$ cat src/rtl/bspi_target.sv
// Boot-SPI target: oversamples SPI pins in the clk domain and turns framed
// transactions into word writes/reads on the boot-memory port.
module bspi_target #(
    parameter int unsigned ADDR_W = 11,
    parameter int unsigned DATA_W = 32
) (
    input  logic              clk,
    input  logic              rst,
    input  logic              io_bcf,
    input  logic              io_scs,
    input  logic              io_sck,
    input  logic              io_sdi,
    output logic              io_sdo,
    output logic [ADDR_W-1:0] mem_addr,
    output logic [DATA_W-1:0] mem_wdata,
    output logic              mem_we,
    output logic              mem_re,
    input  logic [DATA_W-1:0] mem_rdata,
    output logic              busy
);

    localparam logic [2:0] StIdle   = 3'd0;
    localparam logic [2:0] StHdr    = 3'd1;
    localparam logic [2:0] StWdata  = 3'd2;
    localparam logic [2:0] StRfetch = 3'd3;
    localparam logic [2:0] StRshift = 3'd4;
    localparam logic [2:0] StIgnore = 3'd5;

    localparam logic [ADDR_W-1:0] AddrOne = 1;

    logic scs_s1_q, scs_s2_q, scs_prev_q;
    logic sck_s1_q, sck_s2_q, sck_prev_q, rise_q;
    logic sdi_s1_q, sdi_s2_q;
    logic [1:0] arm_cnt_q;
    logic cs_ok_q;

    always_ff @(posedge clk or posedge rst) begin
        if (rst) begin
            scs_s1_q   <= 1'b1;
            scs_s2_q   <= 1'b1;
            scs_prev_q <= 1'b1;
            sck_s1_q   <= 1'b0;
            sck_s2_q   <= 1'b0;
            sck_prev_q <= 1'b0;
            rise_q     <= 1'b0;
            sdi_s1_q   <= 1'b0;
            sdi_s2_q   <= 1'b0;
            arm_cnt_q  <= 2'd0;
            cs_ok_q    <= 1'b0;
        end else begin
            scs_s1_q   <= io_scs;
            scs_s2_q   <= scs_s1_q;
            scs_prev_q <= scs_s2_q;
            sck_s1_q   <= io_sck;
            sck_s2_q   <= sck_s1_q;
            sck_prev_q <= sck_s2_q;
            rise_q     <= sck_s2_q & ~sck_prev_q;
            sdi_s1_q   <= io_sdi;
            sdi_s2_q   <= sdi_s1_q;
            // Only accept a new frame once CS has really been seen high after reset,
            // so a frame already in flight at reset release is ignored.
            if (arm_cnt_q != 2'd3) begin
                arm_cnt_q <= arm_cnt_q + 2'd1;
            end else if (scs_s2_q) begin
                cs_ok_q <= 1'b1;
            end
        end
    end

    logic cs_fall, cs_rise, fall_now;
    assign cs_fall  = scs_prev_q & ~scs_s2_q;
    assign cs_rise  = ~scs_prev_q & scs_s2_q;
    // Unregistered falling detect keeps io_sdo updates 3 clk after the pin edge.
    assign fall_now = sck_prev_q & ~sck_s2_q;

    logic [2:0]        state_q, state_d;
    logic [5:0]        cnt_q, cnt_d;
    logic [DATA_W-1:0] rx_q, rx_d, rx_next;
    logic [DATA_W-1:0] tx_q, tx_d;
    logic [ADDR_W-1:0] addr_q, addr_d;
    logic [ADDR_W-1:0] mem_addr_q, mem_addr_d;
    logic [DATA_W-1:0] mem_wdata_q, mem_wdata_d;
    logic              we_q, we_d, re_q, re_d;
    logic              fetch_q, fetch_d;
    logic              sdo_q, sdo_d;

    assign rx_next = {rx_q[DATA_W-2:0], sdi_s2_q};

    always_comb begin
        state_d     = state_q;
        cnt_d       = cnt_q;
        rx_d        = rx_q;
        tx_d        = tx_q;
        addr_d      = addr_q;
        mem_addr_d  = mem_addr_q;
        mem_wdata_d = mem_wdata_q;
        we_d        = 1'b0;
        re_d        = 1'b0;
        fetch_d     = fetch_q;
        sdo_d       = sdo_q;

        case (state_q)
            StIdle: begin
                if (io_bcf && cs_ok_q && cs_fall) begin
                    state_d = StHdr;
                    cnt_d   = 6'd0;
                    rx_d    = '0;
                end
            end
            StHdr: begin
                if (rise_q) begin
                    rx_d  = rx_next;
                    cnt_d = cnt_q + 6'd1;
                    if (cnt_q == 6'd15) begin
                        cnt_d  = 6'd0;
                        addr_d = rx_next[ADDR_W-1:0];
                        if (rx_next[13:ADDR_W] != '0) begin
                            state_d = StIgnore;
                        end else if (rx_next[15:14] == 2'b10) begin
                            state_d = StWdata;
                        end else if (rx_next[15:14] == 2'b11) begin
                            state_d    = StRfetch;
                            re_d       = 1'b1;
                            mem_addr_d = rx_next[ADDR_W-1:0];
                            fetch_d    = 1'b0;
                        end else begin
                            state_d = StIgnore;
                        end
                    end
                end
            end
            StWdata: begin
                if (rise_q) begin
                    rx_d  = rx_next;
                    cnt_d = cnt_q + 6'd1;
                    if (cnt_q == 6'd31) begin
                        cnt_d       = 6'd0;
                        we_d        = 1'b1;
                        mem_addr_d  = addr_q;
                        mem_wdata_d = rx_next;
                        addr_d      = addr_q + AddrOne;
                    end
                end
            end
            StRfetch: begin
                // mem_re is high this cycle; read data lands on the next one.
                if (!fetch_q) begin
                    fetch_d = 1'b1;
                end else begin
                    tx_d    = mem_rdata;
                    fetch_d = 1'b0;
                    cnt_d   = 6'd0;
                    state_d = StRshift;
                end
            end
            StRshift: begin
                if (fall_now && cnt_q != 6'd32) begin
                    sdo_d = tx_q[DATA_W-1];
                    tx_d  = {tx_q[DATA_W-2:0], 1'b0};
                    cnt_d = cnt_q + 6'd1;
                end else if (rise_q && cnt_q == 6'd32) begin
                    // Master has sampled the last bit; prefetch the next word.
                    addr_d     = addr_q + AddrOne;
                    mem_addr_d = addr_q + AddrOne;
                    re_d       = 1'b1;
                    fetch_d    = 1'b0;
                    cnt_d      = 6'd0;
                    state_d    = StRfetch;
                end
            end
            StIgnore: begin
            end
            default: state_d = StIdle;
        endcase

        if (state_q != StIdle && (cs_rise || !io_bcf)) begin
            state_d = StIdle;
            cnt_d   = 6'd0;
            we_d    = 1'b0;
            re_d    = 1'b0;
            fetch_d = 1'b0;
        end
        if (state_d != StRshift) begin
            sdo_d = 1'b0;
        end
    end

    always_ff @(posedge clk or posedge rst) begin
        if (rst) begin
            state_q     <= StIdle;
            cnt_q       <= 6'd0;
            rx_q        <= '0;
            tx_q        <= '0;
            addr_q      <= '0;
            mem_addr_q  <= '0;
            mem_wdata_q <= '0;
            we_q        <= 1'b0;
            re_q        <= 1'b0;
            fetch_q     <= 1'b0;
            sdo_q       <= 1'b0;
        end else begin
            state_q     <= state_d;
            cnt_q       <= cnt_d;
            rx_q        <= rx_d;
            tx_q        <= tx_d;
            addr_q      <= addr_d;
            mem_addr_q  <= mem_addr_d;
            mem_wdata_q <= mem_wdata_d;
            we_q        <= we_d;
            re_q        <= re_d;
            fetch_q     <= fetch_d;
            sdo_q       <= sdo_d;
        end
    end

    assign io_sdo    = sdo_q;
    assign mem_addr  = mem_addr_q;
    assign mem_wdata = mem_wdata_q;
    assign mem_we    = we_q;
    assign mem_re    = re_q;
    assign busy      = (state_q != StIdle);

endmodule

$ cat config.mk
export PLATFORM = sky130hd
export DESIGN_NAME = bspi_target
export DESIGN_NICKNAME = d
export VERILOG_FILES = /design/src/rtl/bspi_target.sv
export SDC_FILE = /design/constraint.sdc
export NUM_CORES = 1
export LEC_CHECK = 0
export ABC_CLOCK_PERIOD_IN_PS = 4400
export BUFFER_PORTS_ARGS = -buffer_cell sky130_fd_sc_hd__buf_2
export CAP_MARGIN = 20
export CELL_PAD_IN_SITES_DETAIL_PLACEMENT = 1
export CELL_PAD_IN_SITES_GLOBAL_PLACEMENT = 1
export CORE_AREA = 5 5 128 130
export DETAILED_ROUTE_END_ITERATION = 16
export DIE_AREA = 0 0 133 135
export PLACE_DENSITY_LB_ADDON = 0.1
export SLEW_MARGIN = 30
export SYNTH_ARGS = -nofsm -noshare
export SYNTH_HDL_FRONTEND = slang
export SYNTH_SLANG_ARGS = --single-unit
$ cat constraint.sdc
create_clock -name clk -period 4.4 [get_ports clk]
set_input_delay 0.22 -clock clk [delete_from_list [all_inputs] [get_ports clk]]
set_output_delay 0.22 -clock clk [all_outputs]
set_load 0.1 [all_outputs]
==> results of run 1 <==
-- logic make-up (layout without fill, tap and decap cells) --
group,after synthesis,in the layout
xor+xnor,11,11
fa+ha+maj,4,4
simple gates,274,274
mux,39,39
buf+inv,60,140
flops,142,142
compound gates,172,172
-- flip-flops by register name, indices dropped and copies added, names as in the netlist, 2 cells and up --
signal / cells
tx_q: 32
mem_wdata: 32
cnt_q: 6
arm_cnt_q: 2
addr_q: 11
rx_q: 31
mem_addr: 11
state_q: 3
-- per-layer routing --
| layer | up-vias | part of all wire (%) | wire [um] | GRT usage [%] |
|---|---|---|---|---|
| li1 | 2562 | - | - | - |
| met1 | 2681 | 45 | 7570 | 26.1 |
| met4 | 0 | 1.5 | 248 | 6.12 |
| met2 | 109 | 49 | 8190 | 31.7 |
| met5 | - | 0 | 0 | 0 |
| met3 | 19 | 4.9 | 833 | 5.33 |
-- cell type report --
cell class	count	area (sq um)
Clock inverter	12	125
Multi-Input combinational cell	500	2870
Inverter	13	56.3
Timing Repair Buffer	95	510
Fill cell	1715	7220
Clock buffer	20	457
Tap cell	188	235
Sequential cell	142	3560
-- stage by stage --
step	instance area, sq um	hold slack, ns	std cells	util (%)
6_report	7810	-0.104	970	52.0
4_1_cts	7800	0.00459	970	51.9
2_1_floorplan	6640	0.224	702	-
3_5_place_dp	7180	0.331	935	47.8
3_3_place_gp	7180	0.328	935	47.7
5_1_grt	7810	0.00378	970	52.0
-- worst max path at each step --
stage	start	to	slack, ns
detailed placement	state_q[1]$_DFF_PP0_	addr_q[0]$_DFFE_PP0P_	1.14
global placement	state_q[1]$_DFF_PP0_	addr_q[0]$_DFFE_PP0P_	1.26
floorplan	rst	addr_q[0]$_DFFE_PP0P_	0.38
global route	state_q[1]$_DFF_PP0_	addr_q[0]$_DFFE_PP0P_	0.89
CTS	state_q[1]$_DFF_PP0_	addr_q[0]$_DFFE_PP0P_	1.13
finish	state_q[1]$_DFF_PP0_	addr_q[0]$_DFFE_PP0P_	1.10
-- synth_stat cells (10+ instances only) --
cell type,n
buf_2,10
mux2_2,35
o21ai_0,54
a21oi_1,18
dfrtp_1,139
inv_1,12
o22ai_1,14
nand3_1,12
a31oi_1,40
clkbuf_1,31
nor2_1,70
nand2_1,160
-- worst max-delay path, delay by kind of cell, from the launching register on --
kind	cells	cell delay, ns
mux	1	0.26
flops	1	0.71
compound gates	3	0.73
simple gates	2	1.44
-- power by group through the flow --
stage               clock [mW]  sequential (mW)  combinational, mW
floorplan                    0             1.37              0.307
global placement             0             1.40              0.396
detailed placement           0             1.40              0.412
CTS                       1.45             1.38              0.417
global route              1.51             1.38              0.465
finish                    1.41             1.38              0.420
==> impl_metrics.ini, run 1 <==
[die]
fp.dieArea_sq_um = 18000
initial_core_util_pct = 44.2
ios = 85
die_width_um = 133
placementRows = 45
coreArea_sq_um = 15000
dieHeight_um = 135

[synth]
yosysSeqAreaShare_pct = 53.5
synthTopCellsByArea = dfrtp_1 52%, nand2_1 9.0%, mux2_2 5.9%
yosys_register_bits = 142
syn_avg_cell_area_sq_um = 9.46
synth_top_cell_by_area = dfrtp_1
synthAdderAreaFrac_pct = 0.753
synthCells = 702
synth_top_area_share_pct = 52.4
synthSimpleGateAreaFrac_pct = 17.4
ys.flop_type = dfrtp_1
syn-cell-area_sq_um = 6640
synth_edf_count = 0
synth_mux_area_share_pct = 6.53
ys_async_sr_fraction_pct = 100
syn_nets = 744
ys_types = 57
synth-xor-area-share_pct = 1.45
synth_compound_area_share_pct = 16.3
synth_top_family_by_area = simple AND/OR/NAND/NOR gates
ys_warn_count = 0

[cells_and_area]
antenna_cells = 0
fin_nets = 811
syn2layout_area_growth_pct = 17.6
mostFrequentLayoutCells = 160 x nand2_1, 139 x dfrtp_1, 84 x buf_2
drive_gt1_share_pct = 22.4
final_common_cell = nand2_1

[placed_design]
hpwl_um = 11300
globalplace.congestion = 0.803
port_buffers = 84
post-place-ws_ns = 1.14

[drt]
wl_per_cell_um = 17.4
first_pass_iters = 5
wl_um = 16800
drc = 0
drt_iter0_drc = 338
ant_nets = 0
via_per_inst = 5.54
num_vias = 5371

[power]
p_sw_share_pct = 29.4
power_frac_seq_pct = 42.9
switching_power_mw = 0.942
p_int_mw = 2.26
static-leakage-power_nw = 3.60
powerDensity_nw_per_um2 = 411
p_total_mw = 3.21
p_clk_share_pct = 44.0
comb_power_share_pct = 13.1
irDropWorstVdd_mv = 0.412

[sta]
period_needed_ns = 3.30
hold_viol_final = 102
hold_ws_ns = -0.104
finalSetupViolCount = 0
slew_headroom_pct = 40.0
slew_violations = 0
period_share_pct = 75.0
rsz0062_at_grt = no
timing.fmax_mhz = 303
worst_pin_slew_ns = 0.899
layout_setup_ws_ns = 1.10
clock_skew_ns = 0.00879
fin_tns_setup_ns = 0

[global_routing]
grt.overflow.total = 0
antenna_found_initial = 0
track_usage_pct = 19.7
grt_pass1_vias = 5701
grt_pass1_wl_um = 28600
grt_max_degree = 104

[setup_path]
reg2reg_to = addr_q[0]$_DFFE_PP0P_
path_cells = or3b_1 > a211oi_4 > a21oi_1 > nand2_1 > mux2i_1 > o21ai_0
cp.arrival_ns = 3.57
start_kind = flip-flop
r2r_start = state_q[1]$_DFF_PP0_
slowest_stage = or3b_1
cp.required_ns = 4.67
cp-end-kind = flip-flop
crit_type = flip-flop to flip-flop
reg2reg_depth = 6
r2r_slack_ns = 1.10
critPathMaxStageDelay_ns = 0.87
critPathMaxFanout = 25

[clock_network]
cts-resized-gates = 0
cts_root_buf = clkbuf_16
hold_buffers = 3
cts_buffers = 17
cts.sinks = 142
cts_buffer_depth = 2
htree_levels = 4
clk_pin_slew_ns = 0.06
cts_tree = done
postCtsSetupBuffers = 0
clk-insertion-delay-late_ns = 0.43

[run]
max-cap-violations = 0

[hold_path]
min_path_type = primary input to async pin

[outcome]
violations = hold timing
status = finished with violations
Note: power is estimated with default switching activity, not from simulation.
==> run 2: changes to the inputs <==
--- a/config.mk
+++ b/config.mk
@@ -5,7 +5,7 @@
 export SDC_FILE = /design/constraint.sdc
 export NUM_CORES = 1
 export LEC_CHECK = 0
-export ABC_CLOCK_PERIOD_IN_PS = 4400
+export ABC_CLOCK_PERIOD_IN_PS = 3070
 export BUFFER_PORTS_ARGS = -buffer_cell sky130_fd_sc_hd__buf_2
 export CAP_MARGIN = 20
 export CELL_PAD_IN_SITES_DETAIL_PLACEMENT = 1
==> constraint.sdc (replaced) <==
create_clock -name clk -period 3.07 [get_ports clk]
set_input_delay 0.1535 -clock clk [delete_from_list [all_inputs] [get_ports clk]]
set_output_delay 0.1535 -clock clk [all_outputs]
set_load 0.1 [all_outputs]
==> impl_metrics.ini, run 2 (synthesis results as in run 1) <==
[sta]
finalSetupViolCount = 0
hold_ws_ns = 0.0124
worst_pin_slew_ns = 0.926
clock_skew_ns = 0.0125
slew_violations = 0
period_share_pct = 83.9
timing.fmax_mhz = 388
period_needed_ns = 2.58
hold_viol_final = 0
rsz0062_at_grt = no
fin_tns_setup_ns = 0
slew_headroom_pct = 37.7
layout_setup_ws_ns = 0.493

[power]
static-leakage-power_nw = 3.75
p_clk_share_pct = 43.7
p_total_mw = 4.63
p_sw_share_pct = 28.9
switching_power_mw = 1.34
power_frac_seq_pct = 42.6
irDropWorstVdd_mv = 0.405
powerDensity_nw_per_um2 = 566
comb_power_share_pct = 13.7
p_int_mw = 3.30

[clock_network]
cts_tree = done
cts.sinks = 142
htree_levels = 4
clk-insertion-delay-late_ns = 0.43
cts_buffer_depth = 2
postCtsSetupBuffers = 0
cts-resized-gates = 0
cts_buffers = 17
cts_root_buf = clkbuf_16
clk_pin_slew_ns = 0.07

[drt]
ant_nets = 0
first_pass_iters = 5
drt_iter0_drc = 423
wl_per_cell_um = 17.5
wl_um = 17600
via_per_inst = 5.51
drc = 0
num_vias = 5539

[global_routing]
grt_pass1_wl_um = 29700
grt_max_degree = 77
track_usage_pct = 20.3
grt.overflow.total = 0
antenna_found_initial = 0
grt_pass1_vias = 5847

[cells_and_area]
multi_input_area_sq_um = 2850
final_util_pct = 54.4
fin_cells = 1006
antenna_cells = 0
mostFrequentLayoutCells = 160 x nand2_1, 139 x dfrtp_1, 84 x buf_2
drive_gt1_share_pct = 22.1
syn2layout_area_growth_pct = 23.1
nFillCells = 1695
fin_nets = 848
fin_area_sq_um = 8180
final_common_cell = nand2_1
seq_area_sq_um = 3560

[setup_path]
cp-end-kind = flip-flop
start_kind = flip-flop
reg2reg_depth = 7
startpoint = state_q[0]$_DFF_PP0_
r2r_slack_ns = 0.49
r2r_start = state_q[0]$_DFF_PP0_
cp.arrival_ns = 2.88
reg2reg_to = addr_q[7]$_DFFE_PP0P_
critPathMaxFanout = 14
crit_type = flip-flop to flip-flop
cp.required_ns = 3.38
worstSetupEndpoint = addr_q[7]$_DFFE_PP0P_

[placed_design]
placed_cell_area_sq_um = 7300
port_buffers = 84
dp_cells = 944
post-place-ws_ns = 0.499
globalplace.congestion = 0.858
hpwl_um = 11500

[outcome]
status = complete, no violations

[die]
placementRows = 45
initial_core_util_pct = 44.2
coreArea_sq_um = 15000
ios = 85
dieHeight_um = 135
fp.dieArea_sq_um = 18000
die_width_um = 133

[hold_path]
min_path_type = primary input to flip-flop
min_from = mem_rdata[31]

[run]
max-cap-violations = 0
run 2: how the worst min path moves through the flow:
stage,endpoint,slack (ns),depth (start not counted)
after CTS,tx_q[17]$_DFFE_PP0P_,0.001,3
after detailed placement,mem_addr[5]$_DFFE_PP0P_,0.21,2
after floorplan,scs_s1_q$_DFF_PP1_,0.16,0
final,tx_q[31]$_DFFE_PP0P_,0.01,3
after global routing,tx_q[17]$_DFFE_PP0P_,0.003,3
after global placement,mem_addr[5]$_DFFE_PP0P_,0.20,2
run 2: area by class of cell:
type	instances	share of cell area, %
clock buffers	19	5.29
clock inverters	12	1.68
inverters	13	0.642
multi-input cells	500	34.9
flip-flops and latches	142	43.5
well taps	188	2.88
repair buffers	132	11.1
run 2: routing by layer:
layer | part of all wire (%) | track usage, % | up-vias
met5 | 0 | 0 | -
met4 | 0.93 | 5.25 | 0
met3 | 3.3 | 4.66 | 15
met2 | 50 | 33.7 | 92
met1 | 46 | 27.0 | 2799
li1 | - | - | 2633
run 2: worst max-delay path, cell delays in order (launching register included):
cell,delay [ns]
dfrtp_1,0.55
or3b_1,0.54
a211oi_4,0.40
a21oi_1,0.11
nand2_1,0.32
buf_4,0.27
nor2_1,0.06
o22a_1,0.18
run 2: power groups by stage:
stage	Clock (mW)	Sequential (mW)	Combinational [mW]
after floorplan	0	1.97	0.440
after global placement	0	2.00	0.582
after detailed placement	0	2.01	0.608
after CTS	2.07	1.97	0.643
after global routing	2.17	1.98	0.700
final	2.02	1.97	0.635
run 2: timing repair:
item	4_1_cts	5_1_grt
hold buffers	30	1
hold endpoints to repair	45	1
endpoints found under the setup margin	0	0
==> run 3: changes to the inputs <==
--- a/config.mk
+++ b/config.mk
@@ -5,7 +5,7 @@
 export SDC_FILE = /design/constraint.sdc
 export NUM_CORES = 1
 export LEC_CHECK = 0
-export ABC_CLOCK_PERIOD_IN_PS = 3070
+export ABC_CLOCK_PERIOD_IN_PS = 2650
 export BUFFER_PORTS_ARGS = -buffer_cell sky130_fd_sc_hd__buf_2
 export CAP_MARGIN = 20
 export CELL_PAD_IN_SITES_DETAIL_PLACEMENT = 1
==> constraint.sdc (replaced) <==
create_clock -name clk -period 2.65 [get_ports clk]
set_input_delay 0.1325 -clock clk [delete_from_list [all_inputs] [get_ports clk]]
set_output_delay 0.1325 -clock clk [all_outputs]
set_load 0.1 [all_outputs]
==> impl_metrics.ini, run 3 (synthesis results as in run 1) <==
[clock_network]
cts.sinks = 142
cts_tree = done
cts_buffers = 17
cts-resized-gates = 0
clk-insertion-delay-late_ns = 0.42
clk_pin_slew_ns = 0.06
cts_buffer_depth = 2
hold_buffers = 34
cts_root_buf = clkbuf_16
htree_levels = 4
postCtsSetupBuffers = 0

[die]
placementRows = 45
ios = 85
die_width_um = 133
dieHeight_um = 135
coreArea_sq_um = 15000
initial_core_util_pct = 44.2
fp.dieArea_sq_um = 18000

[drt]
drt_iter0_drc = 376
drc = 0
wl_met2_um = 8510
first_pass_iters = 4
num_vias = 5593
wl_met3_um = 738
wl_um = 17400
via_per_inst = 5.51
met1_length_um = 7880
wl_per_cell_um = 17.1
top_layer_used = met4
ant_nets = 0

[cells_and_area]
multi_input_area_sq_um = 2860
final_common_cell = nand2_1
drive_gt1_share_pct = 22.7
nFillCells = 1717
antenna_cells = 0
seq_area_sq_um = 3560
syn2layout_area_growth_pct = 24.3
mostFrequentLayoutCells = 160 x nand2_1, 139 x dfrtp_1, 84 x buf_2
fin_nets = 857

[setup_path]
cp.arrival_ns = 2.60
critPathMaxFanout = 25
crit_type = flip-flop to flip-flop
slowest_stage = or3b_1
cp-end-kind = flip-flop
critPathMaxStageDelay_ns = 0.52
start_kind = flip-flop
path_cells = or3b_1 > a211oi_4 > o21bai_4 > buf_16 > nor2_1 > a31oi_1
cp.required_ns = 2.97

[global_routing]
grt_pass1_vias = 5921
grt_max_degree = 63
grt_pass1_wl_um = 29500
antenna_found_initial = 0
grt.overflow.total = 0
track_usage_pct = 20.2

[run]
max-cap-violations = 0

[outcome]
status = complete, no violations

[sta]
period_share_pct = 85.9
timing.fmax_mhz = 439
fin_tns_setup_ns = 0
period_needed_ns = 2.28
slew_violations = 0
rsz0062_at_grt = no
worst_pin_slew_ns = 0.820
finalSetupViolCount = 0
clock_skew_ns = 0.00807
hold_viol_final = 0
layout_setup_ws_ns = 0.373
slew_headroom_pct = 44.9

[placed_design]
hpwl_um = 11500
port_buffers = 84
globalplace.congestion = 0.852
post-place-ws_ns = 0.0923

[hold_path]
min_path_type = primary input to flip-flop

[power]
powerDensity_nw_per_um2 = 646
static-leakage-power_nw = 3.80
irDropWorstVdd_mv = 0.435
-- run 3: layer usage --
layer / global-route usage (%) / vias to the layer above
met3: 5.03 / 23
met1: 26.1 / 2798
met2: 34.0 / 122
li1: - / 2650
met4: 5.60 / 0
met5: 0 / -
-- run 3: per-stage QoR --
step	total power, mW	hold slack (ns)	util [%]	instances	instance area, sq um
6_report	5.33	0.0270	54.9	1015	8260
5_1_grt	5.58	0.0213	54.9	1015	8260
3_5_place_dp	3.04	0.239	48.8	950	7340
2_1_floorplan	2.79	0.137	-	702	6650
3_3_place_gp	3.01	0.241	48.5	948	7300
4_1_cts	5.37	0.0154	54.9	1015	8250
-- run 3: final timing paths --
| kind | startpoint | to | slack (ns) | cells after the start |
|---|---|---|---|---|
| min reg2reg | sck_s1_q$_DFF_PP0_ | sck_s2_q$_DFF_PP0_ | 0.36 | 0 |
| max | state_q[0]$_DFF_PP0_ | tx_q[26]$_DFFE_PP0P_ | 0.37 | 6 |
| max in group asynchronous | rst | rx_q[21]$_DFFE_PP0P_ | 1.44 | 4 |
| min | mem_rdata[26] | tx_q[26]$_DFFE_PP0P_ | 0.03 | 3 |
| min in group asynchronous | rst | rx_q[4]$_DFFE_PP0P_ | 0.41 | 3 |
| max reg2reg | state_q[0]$_DFF_PP0_ | tx_q[26]$_DFFE_PP0P_ | 0.37 | 6 |
-- run 3: cell type report --
cell class / count / area share [%]
flip-flops and latches: 142 / 43.1
repair buffers: 141 / 11.9
multi-input cells: 500 / 34.7
clock inverters: 12 / 1.36
clock buffers: 19 / 5.48
inverters: 13 / 0.636
well taps: 188 / 2.85
-- run 3: power by group --
part / switching (mW) / total, mW / internal, mW
Clock: 0.949 / 2.29 / 1.34
Sequential: 0.0478 / 2.26 / 2.21
Combinational: 0.542 / 0.786 / 0.244
Total: 1.54 / 5.33 / 3.79
-- run 3: worst max-delay path, delay by kind of cell (launching register included) --
kind	cells	cell delay [ns]
AND/OR/NAND/NOR	2	0.57
AO/OA/AOI/OAI	3	0.99
flip-flops	1	0.38
buffers and inverters	1	0.23
